**config.mk**
```make
export PLATFORM = sky130hd
export DESIGN_NAME = pwm_led_gen_flat
export DESIGN_NICKNAME = d
export VERILOG_FILES = /design/src/rtl/pwm_led_pkg.sv /design/src/rtl/pwm_led_gen_if.sv /design/src/rtl/pwm_led_ch.sv /design/src/rtl/pwm_led_gen.sv /design/src/flat_wrapper.sv
export SDC_FILE = /design/constraint.sdc
export NUM_CORES = 2
export LEC_CHECK = 0
export BUFFER_PORTS_ARGS = -buffer_cell sky130_fd_sc_hd__clkbuf_2
export CELL_PAD_IN_SITES_DETAIL_PLACEMENT = 1
export CELL_PAD_IN_SITES_GLOBAL_PLACEMENT = 2
export CORE_MARGIN = 2
export CORE_UTILIZATION = 34
export CTS_CLUSTER_DIAMETER = 120
export DETAILED_ROUTE_END_ITERATION = 6
export PLACE_DENSITY_LB_ADDON = 0.2
export SETUP_SLACK_MARGIN = 0.05
export SLEW_MARGIN = 0
export SYNTH_ARGS = -nofsm -noshare
export SYNTH_HDL_FRONTEND = slang
export SYNTH_SLANG_ARGS = --single-unit
```
**constraint.sdc**
```tcl
create_clock -name clk -period 27.6 [get_ports clk]
set_input_delay 5.52 -clock clk [delete_from_list [all_inputs] [get_ports clk]]
set_output_delay 5.52 -clock clk [all_outputs]
set_load 0.005 [all_outputs]
```
**src/rtl/pwm_led_pkg.sv**
```systemverilog
// Shared types and constants for the LED PWM generator.
// The optional start-phase delay is built when PWM_LED_PHASE_EN is defined.
package pwm_led_pkg;

    // Per-channel sequencer states; DELAY is only reachable with PWM_LED_PHASE_EN.
    typedef enum logic [1:0] {
        IDLE  = 2'd0,
        DELAY = 2'd1,
        RUN   = 2'd2
    } ch_state_e;

    localparam logic MODE_CONT  = 1'b0;
    localparam logic MODE_BURST = 1'b1;

    localparam int DEF_CH_NUM  = 6;
    localparam int DEF_CNT_W   = 32;
    localparam int DEF_BURST_W = 16;

endpackage

```
**src/rtl/pwm_led_gen_if.sv**
```systemverilog
// Control/status bundle between the trigger register file and the PWM
// generator. Optional macro: PWM_LED_PHASE_EN adds the per-channel phase bus.
interface pwm_led_gen_if import pwm_led_pkg::*; #(
    parameter int CH_NUM  = DEF_CH_NUM,
    parameter int CNT_W   = DEF_CNT_W,
    parameter int BURST_W = DEF_BURST_W
) ();

    logic [CH_NUM-1:0]         start;
    logic [CH_NUM-1:0]         polar;
    logic [CH_NUM-1:0]         mode;
    logic [CH_NUM*CNT_W-1:0]   period;
    logic [CH_NUM*CNT_W-1:0]   duty;
    logic [CH_NUM*BURST_W-1:0] burst_num;
`ifdef PWM_LED_PHASE_EN
    logic [CH_NUM*CNT_W-1:0]   phase;
`endif
    logic [CH_NUM-1:0]         pwm;
    logic [CH_NUM-1:0]         busy;
    logic [CH_NUM-1:0]         done;

    modport master (
`ifdef PWM_LED_PHASE_EN
        output phase,
`endif
        output start, polar, mode, period, duty, burst_num,
        input  pwm, busy, done
    );

    modport slave (
`ifdef PWM_LED_PHASE_EN
        input  phase,
`endif
        input  start, polar, mode, period, duty, burst_num,
        output pwm, busy, done
    );

endinterface

```
**src/rtl/pwm_led_ch.sv**
```systemverilog
// Single LED PWM channel: launch on start rising edge, continuous or
// fixed-count burst output, period/duty shadowed and reloaded at each wrap.
// Optional macro: PWM_LED_PHASE_EN inserts a phase delay before RUN.
//
// state | meaning
// IDLE  | output inactive, waiting for start rising edge
// DELAY | phase delay after launch, output inactive (PWM_LED_PHASE_EN only)
// RUN   | counting periods, output active while cnt < shadow duty
module pwm_led_ch import pwm_led_pkg::*; #(
    parameter int CNT_W   = DEF_CNT_W,
    parameter int BURST_W = DEF_BURST_W
) (
    input  logic               clk,
    input  logic               rst,
    input  logic               start,
    input  logic               polar,
    input  logic               mode,
    input  logic [CNT_W-1:0]   period,
    input  logic [CNT_W-1:0]   duty,
    input  logic [BURST_W-1:0] burst_num,
`ifdef PWM_LED_PHASE_EN
    input  logic [CNT_W-1:0]   phase,
`endif
    output logic               pwm,
    output logic               busy,
    output logic               done
);

    ch_state_e          state_q, state_n;
    logic               start_d;
    logic [CNT_W-1:0]   cnt_q, cnt_n;
    logic [CNT_W-1:0]   per_q, per_n;
    logic [CNT_W-1:0]   duty_q, duty_n;
    logic               mode_q, mode_n;
    logic [BURST_W-1:0] burst_q, burst_n;
    logic [BURST_W-1:0] pulse_q, pulse_n;
    logic               done_q, done_n;
    logic               vld_q, vld_n;
`ifdef PWM_LED_PHASE_EN
    logic [CNT_W-1:0]   dly_q, dly_n;
`endif

    logic               launch;
    logic [CNT_W-1:0]   per_eff;
    logic               wrap;
    logic               last;

    assign launch  = start & ~start_d;
    // A zero period would never wrap; run it as a one-cycle period instead.
    assign per_eff = (per_q == '0) ? CNT_W'(1) : per_q;
    assign wrap    = (cnt_q == per_eff - CNT_W'(1));
    // pulse_q + 1 overflows to 0 when saturated, which never equals a non-zero burst_q.
    assign last    = (mode_q == MODE_BURST) && (burst_q != '0) &&
                     ((pulse_q + BURST_W'(1)) == burst_q);

    // Delayed copy of start for rising-edge launch detection.
    always_ff @(posedge clk or posedge rst) begin
        if (rst) begin
            start_d <= 1'b0;
        end else begin
            start_d <= start;
        end
    end

    // State, counters, shadows and the registered active flag.
    always_ff @(posedge clk or posedge rst) begin
        if (rst) begin
            state_q <= IDLE;
            cnt_q   <= '0;
            per_q   <= '0;
            duty_q  <= '0;
            mode_q  <= MODE_CONT;
            burst_q <= '0;
            pulse_q <= '0;
            done_q  <= 1'b0;
            vld_q   <= 1'b0;
`ifdef PWM_LED_PHASE_EN
            dly_q   <= '0;
`endif
        end else begin
            state_q <= state_n;
            cnt_q   <= cnt_n;
            per_q   <= per_n;
            duty_q  <= duty_n;
            mode_q  <= mode_n;
            burst_q <= burst_n;
            pulse_q <= pulse_n;
            done_q  <= done_n;
            vld_q   <= vld_n;
`ifdef PWM_LED_PHASE_EN
            dly_q   <= dly_n;
`endif
        end
    end

    // Next-state logic: launch, phase delay, period wrap, burst end and abort.
    always_comb begin
        state_n = state_q;
        cnt_n   = cnt_q;
        per_n   = per_q;
        duty_n  = duty_q;
        mode_n  = mode_q;
        burst_n = burst_q;
        pulse_n = pulse_q;
        done_n  = 1'b0;
        vld_n   = (state_q == RUN) && (cnt_q < duty_q);
`ifdef PWM_LED_PHASE_EN
        dly_n   = dly_q;
`endif

        case (state_q)
            IDLE: begin
                if (launch) begin
`ifdef PWM_LED_PHASE_EN
                    state_n = DELAY;
                    dly_n   = phase;
`else
                    state_n = RUN;
`endif
                    cnt_n   = '0;
                    pulse_n = '0;
                    per_n   = period;
                    duty_n  = duty;
                    mode_n  = mode;
                    burst_n = burst_num;
                end
            end
`ifdef PWM_LED_PHASE_EN
            DELAY: begin
                if (!start) begin
                    state_n = IDLE;
                end else if (dly_q <= CNT_W'(1)) begin
                    state_n = RUN;
                    cnt_n   = '0;
                end else begin
                    dly_n = dly_q - CNT_W'(1);
                end
            end
`endif
            RUN: begin
                if (!start) begin
                    state_n = IDLE;
                end else if (wrap) begin
                    cnt_n   = '0;
                    pulse_n = (pulse_q == '1) ? pulse_q : pulse_q + BURST_W'(1);
                    // Mode and burst length stay frozen for the whole run.
                    per_n   = period;
                    duty_n  = duty;
                    if (last) begin
                        state_n = IDLE;
                        done_n  = 1'b1;
                    end
                end else begin
                    cnt_n = cnt_q + CNT_W'(1);
                end
            end
            default: begin
                state_n = IDLE;
            end
        endcase
    end

    assign busy = (state_q != IDLE);
    assign done = done_q;
    // Polarity is applied after the register so it takes effect immediately.
    assign pwm  = vld_q ^ polar;

endmodule

```
**src/rtl/pwm_led_gen.sv**
```systemverilog
// N-channel LED PWM generator: one independent pwm_led_ch per channel,
// packed configuration buses sliced per channel.
// Optional macro: PWM_LED_PHASE_EN adds a per-channel launch phase delay.
module pwm_led_gen import pwm_led_pkg::*; #(
    parameter int CH_NUM  = DEF_CH_NUM,
    parameter int CNT_W   = DEF_CNT_W,
    parameter int BURST_W = DEF_BURST_W
) (
    input  logic         clk,
    input  logic         rst,
    pwm_led_gen_if.slave bus
);

    logic [CH_NUM-1:0] pwm_v;
    logic [CH_NUM-1:0] busy_v;
    logic [CH_NUM-1:0] done_v;

    for (genvar i = 0; i < CH_NUM; i++) begin : g_ch
        pwm_led_ch #(
            .CNT_W   (CNT_W),
            .BURST_W (BURST_W)
        ) u_ch (
            .clk       (clk),
            .rst       (rst),
            .start     (bus.start[i]),
            .polar     (bus.polar[i]),
            .mode      (bus.mode[i]),
            .period    (bus.period[i*CNT_W +: CNT_W]),
            .duty      (bus.duty[i*CNT_W +: CNT_W]),
            .burst_num (bus.burst_num[i*BURST_W +: BURST_W]),
`ifdef PWM_LED_PHASE_EN
            .phase     (bus.phase[i*CNT_W +: CNT_W]),
`endif
            .pwm       (pwm_v[i]),
            .busy      (busy_v[i]),
            .done      (done_v[i])
        );
    end

    assign bus.pwm  = pwm_v;
    assign bus.busy = busy_v;
    assign bus.done = done_v;

endmodule

```
**src/flat_wrapper.sv**
```systemverilog
// flat-port wrapper written by rule: the top's interface ports become plain ports
module pwm_led_gen_flat import pwm_led_pkg::*;
#(
    parameter int CH_NUM  = DEF_CH_NUM,
    parameter int CNT_W   = DEF_CNT_W,
    parameter int BURST_W = DEF_BURST_W
)
  (clk, rst, bus_start, bus_polar, bus_mode, bus_period, bus_duty, bus_burst_num, bus_pwm, bus_busy, bus_done);
  pwm_led_gen_if #(.CH_NUM(CH_NUM), .CNT_W(CNT_W), .BURST_W(BURST_W)) bus_i ();
  input  logic clk;
  input  logic rst;
  input wire logic [$bits(bus_i.start)-1:0] bus_start;
  input wire logic [$bits(bus_i.polar)-1:0] bus_polar;
  input wire logic [$bits(bus_i.mode)-1:0] bus_mode;
  input wire logic [$bits(bus_i.period)-1:0] bus_period;
  input wire logic [$bits(bus_i.duty)-1:0] bus_duty;
  input wire logic [$bits(bus_i.burst_num)-1:0] bus_burst_num;
  output wire logic [$bits(bus_i.pwm)-1:0] bus_pwm;
  output wire logic [$bits(bus_i.busy)-1:0] bus_busy;
  output wire logic [$bits(bus_i.done)-1:0] bus_done;
  assign bus_i.start = bus_start;
  assign bus_i.polar = bus_polar;
  assign bus_i.mode = bus_mode;
  assign bus_i.period = bus_period;
  assign bus_i.duty = bus_duty;
  assign bus_i.burst_num = bus_burst_num;
  assign bus_pwm = bus_i.pwm;
  assign bus_busy = bus_i.busy;
  assign bus_done = bus_i.done;
  pwm_led_gen #(.CH_NUM(CH_NUM), .CNT_W(CNT_W), .BURST_W(BURST_W)) u_core (.clk(clk), .rst(rst), .bus(bus_i));
endmodule
```
==> flow_summary.ini <==
[logic_synthesis]
ys_ff_latch = 798
synth_top_area_share_pct = 41.0
synth_edf_count = 0
synth.distinct_cells = 86
ys_seq_area_share_pct = 41.0
synth_area_leaders = dfrtp_1 (41%), mux2_2 (6.0%), xnor2_1 (5.4%)
async_reset_ff_share_pct = 100
syn-cell-area_um2 = 48700
syn-num-nets = 5736
yosys_warnings = 0
synth_top_area_cell = dfrtp_1
ys.flop_type = dfrtp_1
syn_area_per_cell_um2 = 9.68
syn_inst = 5032

[die]
row_count = 138
dieWidth_um = 382
ioPinCount = 518
die_h_um = 382
start_util_pct = 34.3
core_area_um2 = 142000
die_area_um2 = 146000

[routing]
avgRoutedWirePerCell_um = 20.7
viasPerCell = 5.30
post-route-drc-count = 0
drt_pass1_iterations = 5
detail-route-antenna-nets = 0
num_vias = 39400
initialDrtViolationCount = 1645
finalWirelength_mm = 154

[final_layout]
layout_common_cells = dfrtp_1 (798), clkbuf_2 (517), nor2_1 (406)
nNetsFinal = 6168
fillers = 16200
area_growth_pct = 15.9
final_common_cell = dfrtp_1
stdcell_count = 7434
drive_gt1_share_pct = 18.8

[global_routing]
grt_use_total_pct = 20.8
grt_first_pass_wirelength_mm = 242
grt_overflow = 0
antenna_found_initial = 41
first_global_vias = 41200
grt_max_degree = 84

[cts]
cts_setup_buffers = 0
cts_tree = built
htreeDepth = 3
clk_path_buf_depth = 3
cts_resized = 0
cts_hold_buf = 0
clock_latency_ns = 0.71
cts.reportedPaths.clkPinSlew_ns = 0.05
cts_sinks = 798
numCtsBuffers = 99
cts_root_buf = clkbuf_16

[worst_setup_path]
cp.arrival_ns = 5.89
cp_common_cell = clkbuf_2
critPathSlowestCell = xor2_1
path_cells = clkbuf_2 > xor2_1 > clkbuf_2
crit_fanout = 1
cp-end-kind = output port
cpLargestDelayFamily = buffers and inverters
path_buf_inv = 2
cp.required_ns = 22.08
start_kind = input pin
slowest_delay_ns = 0.15
critPathKind = in2out

[power]
irDropWorstVdd_mv = 0.0526
p_int_uw = 2490
total_leakage_power_uw = 0.0249
seqPwrFrac_pct = 42.5
pwr-share-clk_pct = 38.6
power_density_nw_per_um2 = 64.0
power.switching_uw = 1110
p_comb_share_pct = 18.9
switching_share_pct = 30.9

[sta]
setup_viol = 0
worst_slew_pin_slew_ns = 1.13
timing.fmax_ghz = 0.0877
max_slew_margin_pct = 23.4
min_period_over_period_pct = 41.3
fin_setup_tns_ns = 0
finalHoldViolations = 0
fin_crit_ns = 11.41
finalMaxSlewViolations = 0
grt_setup_unrepaired = false
finalClockSkew_ns = 0.0338
worst_hold_slack_ns = 0.480

[placed_design]
place_inst = 7253
place.gp.congestion = 0.873
port-buffer-count = 517
dpl.hpwl_mm = 117

[min_path]
holdCritPathClass = reg2reg

[job]
cap_viol_max_count = 0

[status]
status = completed
area by class of cell:
class / instances / area (µm²) / area share [%]
Inverter: 275 / 1040 / 1.84
Clock buffer: 130 / 2760 / 4.88
Clock inverter: 48 / 688 / 1.22
Sequential cell: 798 / 20000 / 35.4
Antenna cell: 3 / 7.51 / 0.0133
Multi-Input combinational cell: 3721 / 26600 / 47.2
Timing Repair Buffer: 569 / 2980 / 5.28
Tap cell: 1890 / 2360 / 4.19
layer usage:
layer / vias up / track usage, % / routed length, µm
li1: 18900 / - / -
met1: 19600 / 27.9 / 71200
met2: 618 / 34.5 / 72100
met3: 226 / 3.73 / 6300
met4: 34 / 5.23 / 3860
met5: - / 0 / 205
synth_stat cells (20+ instances only):
master and n:
and4_1 22, buf_4 30, or4_1 51, nor2_1 409, nor4_1 109, o211ai_1 42, mux2i_1 28, nand2_1 332
nand3_1 224, nor3_1 130, o22ai_1 45, or3_1 60, a211oi_1 24, inv_1 273, o31ai_1 20, clkbuf_1 144
xnor2_1 302, a21o_1 65, nor2b_1 50, a31oi_1 58, mux2_2 261, a21oi_1 142, and3_1 79, dfrtp_1 798
ha_1 204, nand4_1 142, buf_2 36, nand2b_1 39, and2_1 28, xor2_1 256, mux2_1 162, o21ai_0 147
through the flow:
step                      setup slack (ns)  total power (µW)  instance area [µm²]  utilization [%]
after floorplan                      11.13              2000                48700                -
after global placement               16.20              2220                53000             37.3
after detailed placement             16.20              2240                53000             37.3
after CTS                            16.20              3670                56400             39.7
after global routing                 16.16              3820                56400             39.7
final                                16.19              3610                56400             39.7
kinds of logic after synthesis:
family,share of synthesized area [%]
buffers and inverters,4.54
xor gates and xnor gates,10.0
adders and majority gates,5.24
and+or+nand+nor,18.9
AOI/OAI and AO/OA,9.92
muxes,10.4
DFF,41.0
power groups by stage:
stage | registers, µW | clock network (µW) | logic, µW
final | 1530 | 1390 | 682
after global routing | 1560 | 1480 | 771
after CTS | 1540 | 1440 | 694
after detailed placement | 1560 | 0 | 689
after global placement | 1550 | 0 | 671
after floorplan | 1460 | 0 | 542
worst paths after layout:
path	startpoint	end	slack [ns]	cells after the start
setup / recovery	bus_polar[5]	bus_pwm[5]	16.19	3
hold / removal	u_core.g_ch[0].u_ch.duty_q[17]	u_core.g_ch[0].u_ch.duty_q[17]	0.48	1
setup reg to reg	u_core.g_ch[5].u_ch.per_q[25]	u_core.g_ch[5].u_ch.duty_q[4]	20.32	17
hold reg to reg	u_core.g_ch[0].u_ch.duty_q[17]	u_core.g_ch[0].u_ch.duty_q[17]	0.48	1
max in group asynchronous	rst	u_core.g_ch[2].u_ch.duty_q[11]	19.06	6
min in group asynchronous	rst	u_core.g_ch[1].u_ch.duty_q[29]	4.92	2
registers in the layout, indices dropped and copies added, names as in the netlist:
register                  count
u_core.g_ch.u_ch.burst_q     96
u_core.g_ch.u_ch.cnt_q      192
u_core.g_ch.u_ch.done         6
u_core.g_ch.u_ch.duty_q     192
u_core.g_ch.u_ch.mode_q       6
u_core.g_ch.u_ch.per_q      192
u_core.g_ch.u_ch.pulse_q     96
u_core.g_ch.u_ch.start_d      6
u_core.g_ch.u_ch.state_q      6
u_core.g_ch.u_ch.vld_q        6
Power figures use the tool's default switching activity.
